[src/rtl/rf_wb_pkg.sv]
// Shared types for the register-file writeback queue: entry layout and
// the round-robin grant record used when only one queue slot is free.
package rf_wb_pkg;

  localparam int WB_AW = 3;
  localparam int WB_DW = 8;

  typedef struct packed {
    logic [WB_AW-1:0] addr;
    logic [WB_DW-1:0] data;
  } wb_entry_t;

  typedef enum logic {
    GRANT_ALU = 1'b0,
    GRANT_LD  = 1'b1
  } grant_t;

endpackage

[src/rtl/wb_fwd_lookup.sv]
// Newest-first match of one read address against the pending queue entries
// and the registered write stage; the output stage is the oldest candidate.
module wb_fwd_lookup
  import rf_wb_pkg::*;
#(
  parameter int DEPTH = 4,
  parameter int AW    = WB_AW,
  parameter int DW    = WB_DW
) (
  input  wb_entry_t [DEPTH-1:0]           entries,
  input  logic [$clog2(DEPTH)-1:0]        head,
  input  logic [$clog2(DEPTH+1)-1:0]      count,
  input  logic                            out_we,
  input  logic [AW-1:0]                   out_addr,
  input  logic [DW-1:0]                   out_data,
  input  logic [AW-1:0]                   rd_addr,
  output logic                            hit,
  output logic [DW-1:0]                   data
);

  localparam int PW = $clog2(DEPTH);
  localparam int CW = $clog2(DEPTH+1);

  logic [PW-1:0] idx;

  // Walk oldest to newest so the last match wins, giving newest-first priority.
  always_comb begin
    hit  = 1'b0;
    data = '0;
    idx  = '0;
    if (out_we && (out_addr == rd_addr)) begin
      hit  = 1'b1;
      data = out_data;
    end
    for (int i = 0; i < DEPTH; i++) begin
      idx = head + PW'(i);
      if ((CW'(i) < count) && (entries[idx].addr == rd_addr)) begin
        hit  = 1'b1;
        data = entries[idx].data;
      end
    end
  end

endmodule

[src/rtl/rf_writeback_queue.sv]
// Merges ALU and load writebacks into one registered register-file write
// stream through a small FIFO, with forwarding of the newest pending value.
module rf_writeback_queue
  import rf_wb_pkg::*;
#(
  parameter int DEPTH = 4,
  parameter int AW    = WB_AW,
  parameter int DW    = WB_DW
) (
  input  logic                          clk,
  input  logic                          rst,
  input  logic                          alu_valid,
  output logic                          alu_ready,
  input  logic [AW-1:0]                 alu_addr,
  input  logic [DW-1:0]                 alu_data,
  input  logic                          ld_valid,
  output logic                          ld_ready,
  input  logic [AW-1:0]                 ld_addr,
  input  logic [DW-1:0]                 ld_data,
  output logic                          rf_we,
  output logic [AW-1:0]                 rf_waddr,
  output logic [DW-1:0]                 rf_wdata,
  input  logic [AW-1:0]                 rd_addr1,
  input  logic [AW-1:0]                 rd_addr2,
  output logic                          fwd_hit1,
  output logic [DW-1:0]                 fwd_data1,
  output logic                          fwd_hit2,
  output logic [DW-1:0]                 fwd_data2,
  output logic [$clog2(DEPTH+1)-1:0]    count
);

  localparam int PW = $clog2(DEPTH);
  localparam int CW = $clog2(DEPTH+1);
  localparam logic [CW-1:0] ONE_FREE = CW'(DEPTH-1);

  wb_entry_t [DEPTH-1:0] entries;
  logic [PW-1:0]         head;
  logic [PW-1:0]         tail;
  logic [PW-1:0]         alu_slot;
  grant_t                last_grant;
  logic                  alu_push;
  logic                  ld_push;
  logic                  pop;
  logic                  contended;

  // Credit comes only from count at the start of the cycle; a same-cycle pop frees nothing.
  always_comb begin
    alu_ready = 1'b0;
    ld_ready  = 1'b0;
    contended = (count == ONE_FREE) && alu_valid && ld_valid;
    if (!rst) begin
      if (count < ONE_FREE) begin
        alu_ready = 1'b1;
        ld_ready  = 1'b1;
      end else if (count == ONE_FREE) begin
        if (ld_valid && (!alu_valid || (last_grant == GRANT_ALU))) begin
          ld_ready = 1'b1;
        end else if (alu_valid) begin
          alu_ready = 1'b1;
        end
      end
    end
  end

  assign alu_push = alu_valid && alu_ready;
  assign ld_push  = ld_valid && ld_ready;
  assign pop      = (count != '0);
  // The load entry takes the first free slot, so the ALU result is the younger one.
  assign alu_slot = tail + PW'(ld_push);

  always_ff @(posedge clk or posedge rst) begin
    if (rst) begin
      entries    <= '0;
      head       <= '0;
      tail       <= '0;
      count      <= '0;
      last_grant <= GRANT_ALU;
      rf_we      <= 1'b0;
      rf_waddr   <= '0;
      rf_wdata   <= '0;
    end else begin
      if (pop) begin
        rf_we    <= 1'b1;
        rf_waddr <= entries[head].addr;
        rf_wdata <= entries[head].data;
        head     <= head + PW'(1);
      end else begin
        rf_we <= 1'b0;
      end
      if (ld_push) begin
        entries[tail] <= '{addr: ld_addr, data: ld_data};
      end
      if (alu_push) begin
        entries[alu_slot] <= '{addr: alu_addr, data: alu_data};
      end
      tail  <= tail + PW'(ld_push) + PW'(alu_push);
      count <= count + CW'(ld_push) + CW'(alu_push) - CW'(pop);
      if (contended) begin
        if (ld_push) begin
          last_grant <= GRANT_LD;
        end else begin
          last_grant <= GRANT_ALU;
        end
      end
    end
  end

  wb_fwd_lookup #(.DEPTH(DEPTH), .AW(AW), .DW(DW)) u_fwd1 (
    .entries  (entries),
    .head     (head),
    .count    (count),
    .out_we   (rf_we),
    .out_addr (rf_waddr),
    .out_data (rf_wdata),
    .rd_addr  (rd_addr1),
    .hit      (fwd_hit1),
    .data     (fwd_data1)
  );

  wb_fwd_lookup #(.DEPTH(DEPTH), .AW(AW), .DW(DW)) u_fwd2 (
    .entries  (entries),
    .head     (head),
    .count    (count),
    .out_we   (rf_we),
    .out_addr (rf_waddr),
    .out_data (rf_wdata),
    .rd_addr  (rd_addr2),
    .hit      (fwd_hit2),
    .data     (fwd_data2)
  );

endmodule

[config.mk]
export PLATFORM = sky130hd
export DESIGN_NAME = rf_writeback_queue
export DESIGN_NICKNAME = d
export VERILOG_FILES = /design/src/rtl/rf_wb_pkg.sv /design/src/rtl/wb_fwd_lookup.sv /design/src/rtl/rf_writeback_queue.sv
export SDC_FILE = /design/constraint.sdc
export NUM_CORES = 1
export LEC_CHECK = 0
export ABC_CLOCK_PERIOD_IN_PS = 6950
export CAP_MARGIN = 10
export CELL_PAD_IN_SITES_DETAIL_PLACEMENT = 0
export CELL_PAD_IN_SITES_GLOBAL_PLACEMENT = 1
export CORE_AREA = 5 5 143 111
export CTS_BUF_LIST = sky130_fd_sc_hd__clkbuf_8 sky130_fd_sc_hd__clkbuf_16
export CTS_CLUSTER_DIAMETER = 100
export DETAILED_ROUTE_END_ITERATION = 10
export DIE_AREA = 0 0 148 116
export DONT_BUFFER_PORTS = 1
export PLACE_DENSITY_LB_ADDON = 0.1
export SYNTH_ARGS = -nofsm -noshare
export SYNTH_HDL_FRONTEND = slang
export SYNTH_HIERARCHICAL = 1
export SYNTH_SLANG_ARGS = --single-unit
[constraint.sdc]
create_clock -name clk -period 6.95 [get_ports clk]
set_clock_uncertainty 0.1 [all_clocks]
set_input_delay 1.7375 -clock clk [delete_from_list [all_inputs] [get_ports clk]]
set_output_delay 1.7375 -clock clk [all_outputs]
set_load 0.01 [all_outputs]
# [Yosys cells after proc, flatten, opt, wreduce, memory -nomap -nowiden]
# Index checks and enable logic that the tools add are counted.
[totals] reg_bits=64 input_bits=32 output_inout_bits=35 wordCells=115
[classes] n_addsub=8 n_lt_le_gt_ge=13 n_eq_ne=11 muxes=47 bitwise_logic=1 n_reduce_logical=20
[ops] cell="11-bit binary-select mux with 2-bit select" n=4
[ops] cell="44-bit bitwise mux" n=2
[ops] cell="44-bit two-way mux" n=2
[ops] cell="8-bit two-way mux" n=10
[ops] cell="11-bit two-way mux" n=6
[ops] cell="11-bit demux with 2-bit select" n=2
[ops] cell="3-bit == test" n=10
[ops] cell="1-bit two-way mux" n=21
[ops] cell="2-bit by 3-bit < comparator with 1-bit output (second input constant)" n=6
[ops] cell="1-bit logical AND" n=17
[ops] cell="3-bit by 1-bit adder with 3-bit output" n=2
[ops] cell="1-bit by 3-bit < comparator with 1-bit output (first input constant)" n=2
[ops] cell="2-bit by 3-bit < comparator with 1-bit output (first input constant)" n=2
[ops] cell="2-bit by 1-bit adder with 2-bit output" n=2
[ops] cell="2-bit adder (second input constant)" n=2
[ops] cell="2-bit by 1-bit greater-or-equal comparator with 1-bit output (second input constant)" n=2
[ops] cell="3-bit by 2-bit == test with 1-bit output (second input constant)" n=1
[ops] cell="3-bit by 2-bit < comparator with 1-bit output (second input constant)" n=1
[ops] cell="3-bit nonzero test" n=1
[ops] cell="3-bit by 1-bit subtractor with 3-bit output" n=1
[ops] cell="2-bit by 1-bit adder with 2-bit output (second input constant)" n=1
[ops] cell="1-bit logical NOT" n=1
[ops] cell="1-bit logical OR" n=1
[ops] cell="1-bit inverter" n=1

# [Longest topological paths before layout]
[logic_depth] word_depth=15 mapped_depth=13

# [Modules after synthesis]
# Netlist, hierarchy kept.
[modules_own_cells] mod="wb_fwd_lookup" n_inst=2 cells_per_inst=181 area_each_um2=1815.5 seq_area_each_um2=0.0
[modules_own_cells] mod="rf_writeback_queue" n_inst=1 cells_per_inst=350 area_each_um2=3534.6 seq_area_each_um2=1601.5

# [Worst setup path before layout]
# OpenSTA, ideal clock, no wires.
[synth_path] kind="input -> output" startpoint="in rd_addr1[2]" endpoint="out fwd_hit1" arrival_ps=3614 required_ps=5112 path_slack_ps=1498 path_stages=7 cell_sequence="buf_6 -> and4b_1 -> or4_1 -> o31ai_2 -> a2111oi_4 -> buf_6 -> or4_1"
[synth_between] elab_chain_cells=7
[synth_lines] item="start: declaration" line="rf_writeback_queue.sv:23" text="input logic [AW-1:0] rd_addr1,"
[synth_lines] item="3-bit == test" line="wb_fwd_lookup.sv:31" text="if (out_we && (out_addr == rd_addr)) begin"
[synth_lines] item="1-bit logical AND" line="wb_fwd_lookup.sv:31"
[synth_lines] item="1-bit two-way mux" line="wb_fwd_lookup.sv:31"
[synth_lines] item="1-bit two-way mux (3 in a row)" line="wb_fwd_lookup.sv:37" text="if ((CW'(i) < count) && (entries[idx].addr == rd_addr)) begin"
[synth_lines] item="1-bit two-way mux (*)" line="wb_fwd_lookup.sv:37"
[synth_lines] item="end: declaration" line="rf_writeback_queue.sv:25" text="output logic fwd_hit1,"
# Mark *: on every way between the ends. The rest lies on a longest branch, timed or not.

# [Final worst setup path]
[layout_path] startpoint="in rd_addr2[2]" endpoint="out fwd_data2[6]"
[layout_between] elab_chain_cells=7
[layout_lines] item="start: declaration" line="rf_writeback_queue.sv:24" text="input logic [AW-1:0] rd_addr2,"
[layout_lines] item="3-bit == test" line="wb_fwd_lookup.sv:31"
[layout_lines] item="1-bit logical AND" line="wb_fwd_lookup.sv:31"
[layout_lines] item="8-bit two-way mux" line="wb_fwd_lookup.sv:31"
[layout_lines] item="8-bit two-way mux (3 in a row)" line="wb_fwd_lookup.sv:37"
[layout_lines] item="8-bit two-way mux (*)" line="wb_fwd_lookup.sv:37"
[layout_lines] item="end: declaration" line="rf_writeback_queue.sv:28" text="output logic [DW-1:0] fwd_data2,"
# Marked as above.

==> impl_results.md <==
- Clk_lat worst skew: 330 ps
- Via density: 7.11
- Setup crit start kind: primary input
- Initial antenna violation count: 0
- Switching Power: 2.03 mW
- GRT overflow: 0
- Die W: 148 µm
- Cell Area, Synth: 0.00717 mm²
- Drt pass-1 iters: 4
- Antenna Cells: 0
- Final min period: 5600 ps
- CTS root buf: clkbuf_16
- CP arrival: 3760 ps
- Port bufs: 0
- Seq/Total Area, Yosys: 0.224
- Fraction of registers with async set/reset: 1.00
- Number of placement rows: 38
- Layout cell share with drive strength beyond 1: 0.229
- Final WL: approximately 20000 µm
- # IOs: 67
- Crit Path Max Fanout: 17
- Run status: finished, final reports clean
- Post-synth EDFFs: 0
- Synthesized netlist cell count: a little over 700
- Unrepaired setup endpoints after global routing: false
- # DRC: 0
- Largest cells by area after synthesis: mux4_2, dfrtp_1, o21ai_0
- Post-Syn Nets: 750
- CTS max path bufs: 2
- Max Slew Vio Count: 0
- Die Area: between 0.015 and 0.02 mm²
- Initial drt markers: 608
- Dominant synthesized flop cell: dfrtp_1
- Clock buffer count from CTS: 9
- H-tree levels: 3
- Comb pwr share: 0.602
- Number of routed nets with antenna violations: 0
- Register bit total from synthesis: 64
- Yosys warning count: 6
- Clock-pin slew on the worst setup and hold paths: 50 ps
- Crit path required time: just over 5000 ps
- Clock group share of total power: 0.110
- Layout Cells excl Fill: 839
- Hold Crit Class: reg2reg
- GP Congestion: just over 0.8
- Post-layout util: 0.518
- Hold buffer count at cts: 0
- Sw Ratio: 0.472
- Max Freq: approximately 180 MHz
- Postcts setup bufs: 0
- Final Hold Viols: 0
- Core ar.: 0.0142 mm²
- Crit path cell chain: mux4_2 > nor3b_1 > a2111oi_4 > nand3b_1 > a211oi_2 > a211o_1
- DR vias: 5963
- Sequential cell area: 0.00161 mm²
- Worst-margin pin slew: around 950 ps
- Placed Cells: 824
- Vias in the first global route: 5569
- Final HPWL DP: 14200 µm
- Max cap viols: 0
- Filler cell count: 1272
- GR Util All Layers: 0.236
- Worst setup margin: 1350 ps
- Pwr dens: approximately 590 mW/mm²
- WL/cell: 23.8 µm
- Static leakage: 2.63 nW
- Largest net degree at the start of global routing: 74
- Worst setup path class: in2out
- Internal power: 2.27 mW
- Largest area contributor in the netlist: mux4_2
- Worst slew margin: 0.364
- TritonCTS clock tree: done
- Worst IR Drop VDD: 0.234 mV
- Die height: roughly 120 µm
- Period utilization: 0.806
- Final Net Count: 693
- Layout area overhead: 2.67%
- Share of power burned in registers: 0.288
- Global-route wire length before repair: 32300 µm
- Number of distinct library cells after synthesis: 55
- Final setup TNS: 0 ps
- Avg Cell Area, Syn: a little over 10 µm²
- Dpl ws: roughly 1300 ps
- Slowest stage cell on the critical path: a2111oi_4
- Area of the multi-input gates: 0.00514 mm²
- Clock net sink count: 64
- Resize count post-CTS: 0
- Endpoint class of the critical path: output port
- Reg2Reg Setup Slack: about 2400 ps
- Top-area cell type share of the netlist area: 0.255
- Largest stage delay, worst path: roughly 700 ps
- Final Setup Violations: 0
- Initial Util: 0.504
==> placed cells by master (no fill, tap or decap), drive strengths merged, types with 3 or more instances in the layout <==
| master | Yosys | routed |
|---|---|---|
| or3 | 3 | 3 |
| mux2i | 12 | 12 |
| ha | 4 | 4 |
| mux2 | 22 | 22 |
| o211ai | 4 | 4 |
| mux4 | 81 | 81 |
| buf | 37 | 5 |
| a31oi | 45 | 45 |
| or4 | 4 | 4 |
| nand2 | 48 | 48 |
| dfrtp | 64 | 64 |
| and4b | 3 | 3 |
| o21ai | 70 | 70 |
| a32oi | 3 | 3 |
| nor3 | 55 | 55 |
| nor3b | 4 | 4 |
| and3 | 8 | 8 |
| xnor2 | 9 | 9 |
| a211oi | 16 | 16 |
| or2 | 9 | 9 |
| nand3b | 16 | 16 |
| a21oi | 8 | 8 |
| a211o | 16 | 16 |
| xor2 | 17 | 17 |
| nor4b | 3 | 3 |
| nand4 | 13 | 13 |
| or3b | 22 | 22 |
| inv | 11 | 11 |
| nor2 | 10 | 10 |
| nand3 | 15 | 15 |
| nand2b | 25 | 25 |
| clkbuf | 36 | 12 |
==> worst max-delay path, delay by kind of cell <==
| family | cells | cell delay [ps] |
|---|---|---|
| and+or+nand+nor | 2 | 400 |
| muxes | 1 | 480 |
| AOI/OAI and AO/OA | 3 | 1140 |
==> layer usage <==
layer | up-vias | global-route usage | part of all wire
li1 | 2709 | - | -
met1 | 3019 | 0.380 | 0.49
met2 | 222 | 0.330 | 0.43
met3 | 13 | 0.0399 | 0.072
met4 | 0 | 0.0572 | 0.010
met5 | - | 0 | 0
==> state kept, by name, indices dropped and copies added, names as in the netlist <==
register	cells
head	2
tail	2
entries	44
count	3
last_grant	1
rf_we	1
rf_wdata	8
rf_waddr	3
==> layout make-up <==
| cell class | count | area share |
|---|---|---|
| well taps | 180 | 0.0306 |
| inverters | 11 | 0.00561 |
| repair buffers | 5 | 0.00510 |
| multi-input cells | 564 | 0.698 |
| flip-flops and latches | 64 | 0.219 |
| clock inverters | 3 | 0.00544 |
| clock buffers | 12 | 0.0362 |
==> cell families after synthesis <==
family / count (synthesis) / synth area share
mux: 115 / 0.310
fa+ha+maj: 6 / 0.0126
xor+xnor: 26 / 0.0318
buf+inv: 84 / 0.0611
simple gates: 244 / 0.197
compound gates: 173 / 0.164
flops: 64 / 0.224
==> metrics by stage <==
stage	cell area (µm²)	hold WS, ps	power (mW)
floorplan	7170	416	3.31
global placement	7050	436	3.73
detailed placement	7050	465	3.82
CTS	7360	477	4.30
global route	7360	506	4.62
finish	7360	474	4.30
==> cell usage after synthesis, drive strengths merged (8+ instances only) <==
cell type and number:
a211oi 16, a211o 16, nand2b 25, a21oi 8, buf 37, a31oi 45, nand4 13, dfrtp 64
mux2 22, and3 8, mux2i 12, nand2 48, nor3 55, nand3b 16, xor2 17, inv 11
or2 9, or3b 22, o21ai 70, clkbuf 36, nand3 15, mux4 81, nor2 10, xnor2 9
==> worst paths after layout <==
kind	start	endpoint	depth (start not counted)
max in group asynchronous	rst	head[0]$_DFFE_PP0N_	2
min	last_grant$_DFFE_PP0P_	last_grant$_DFFE_PP0P_	1
min reg2reg	last_grant$_DFFE_PP0P_	last_grant$_DFFE_PP0P_	1
max reg2reg	count[1]$_DFF_PP0_	entries[21]$_DFF_PP0_	10
max	rd_addr2[2]	fwd_data2[6]	6
min in group asynchronous	rst	last_grant$_DFFE_PP0P_	2
==> power groups by stage <==
stage | sequential (mW) | clock [mW] | combinational [mW]
after floorplan | 0.866 | 0 | 2.45
after global placement | 1.20 | 0 | 2.53
after detailed placement | 1.23 | 0 | 2.59
after CTS | 1.22 | 0.482 | 2.60
after global routing | 1.30 | 0.497 | 2.82
final | 1.24 | 0.472 | 2.59
Power figures use the tool's default switching activity.
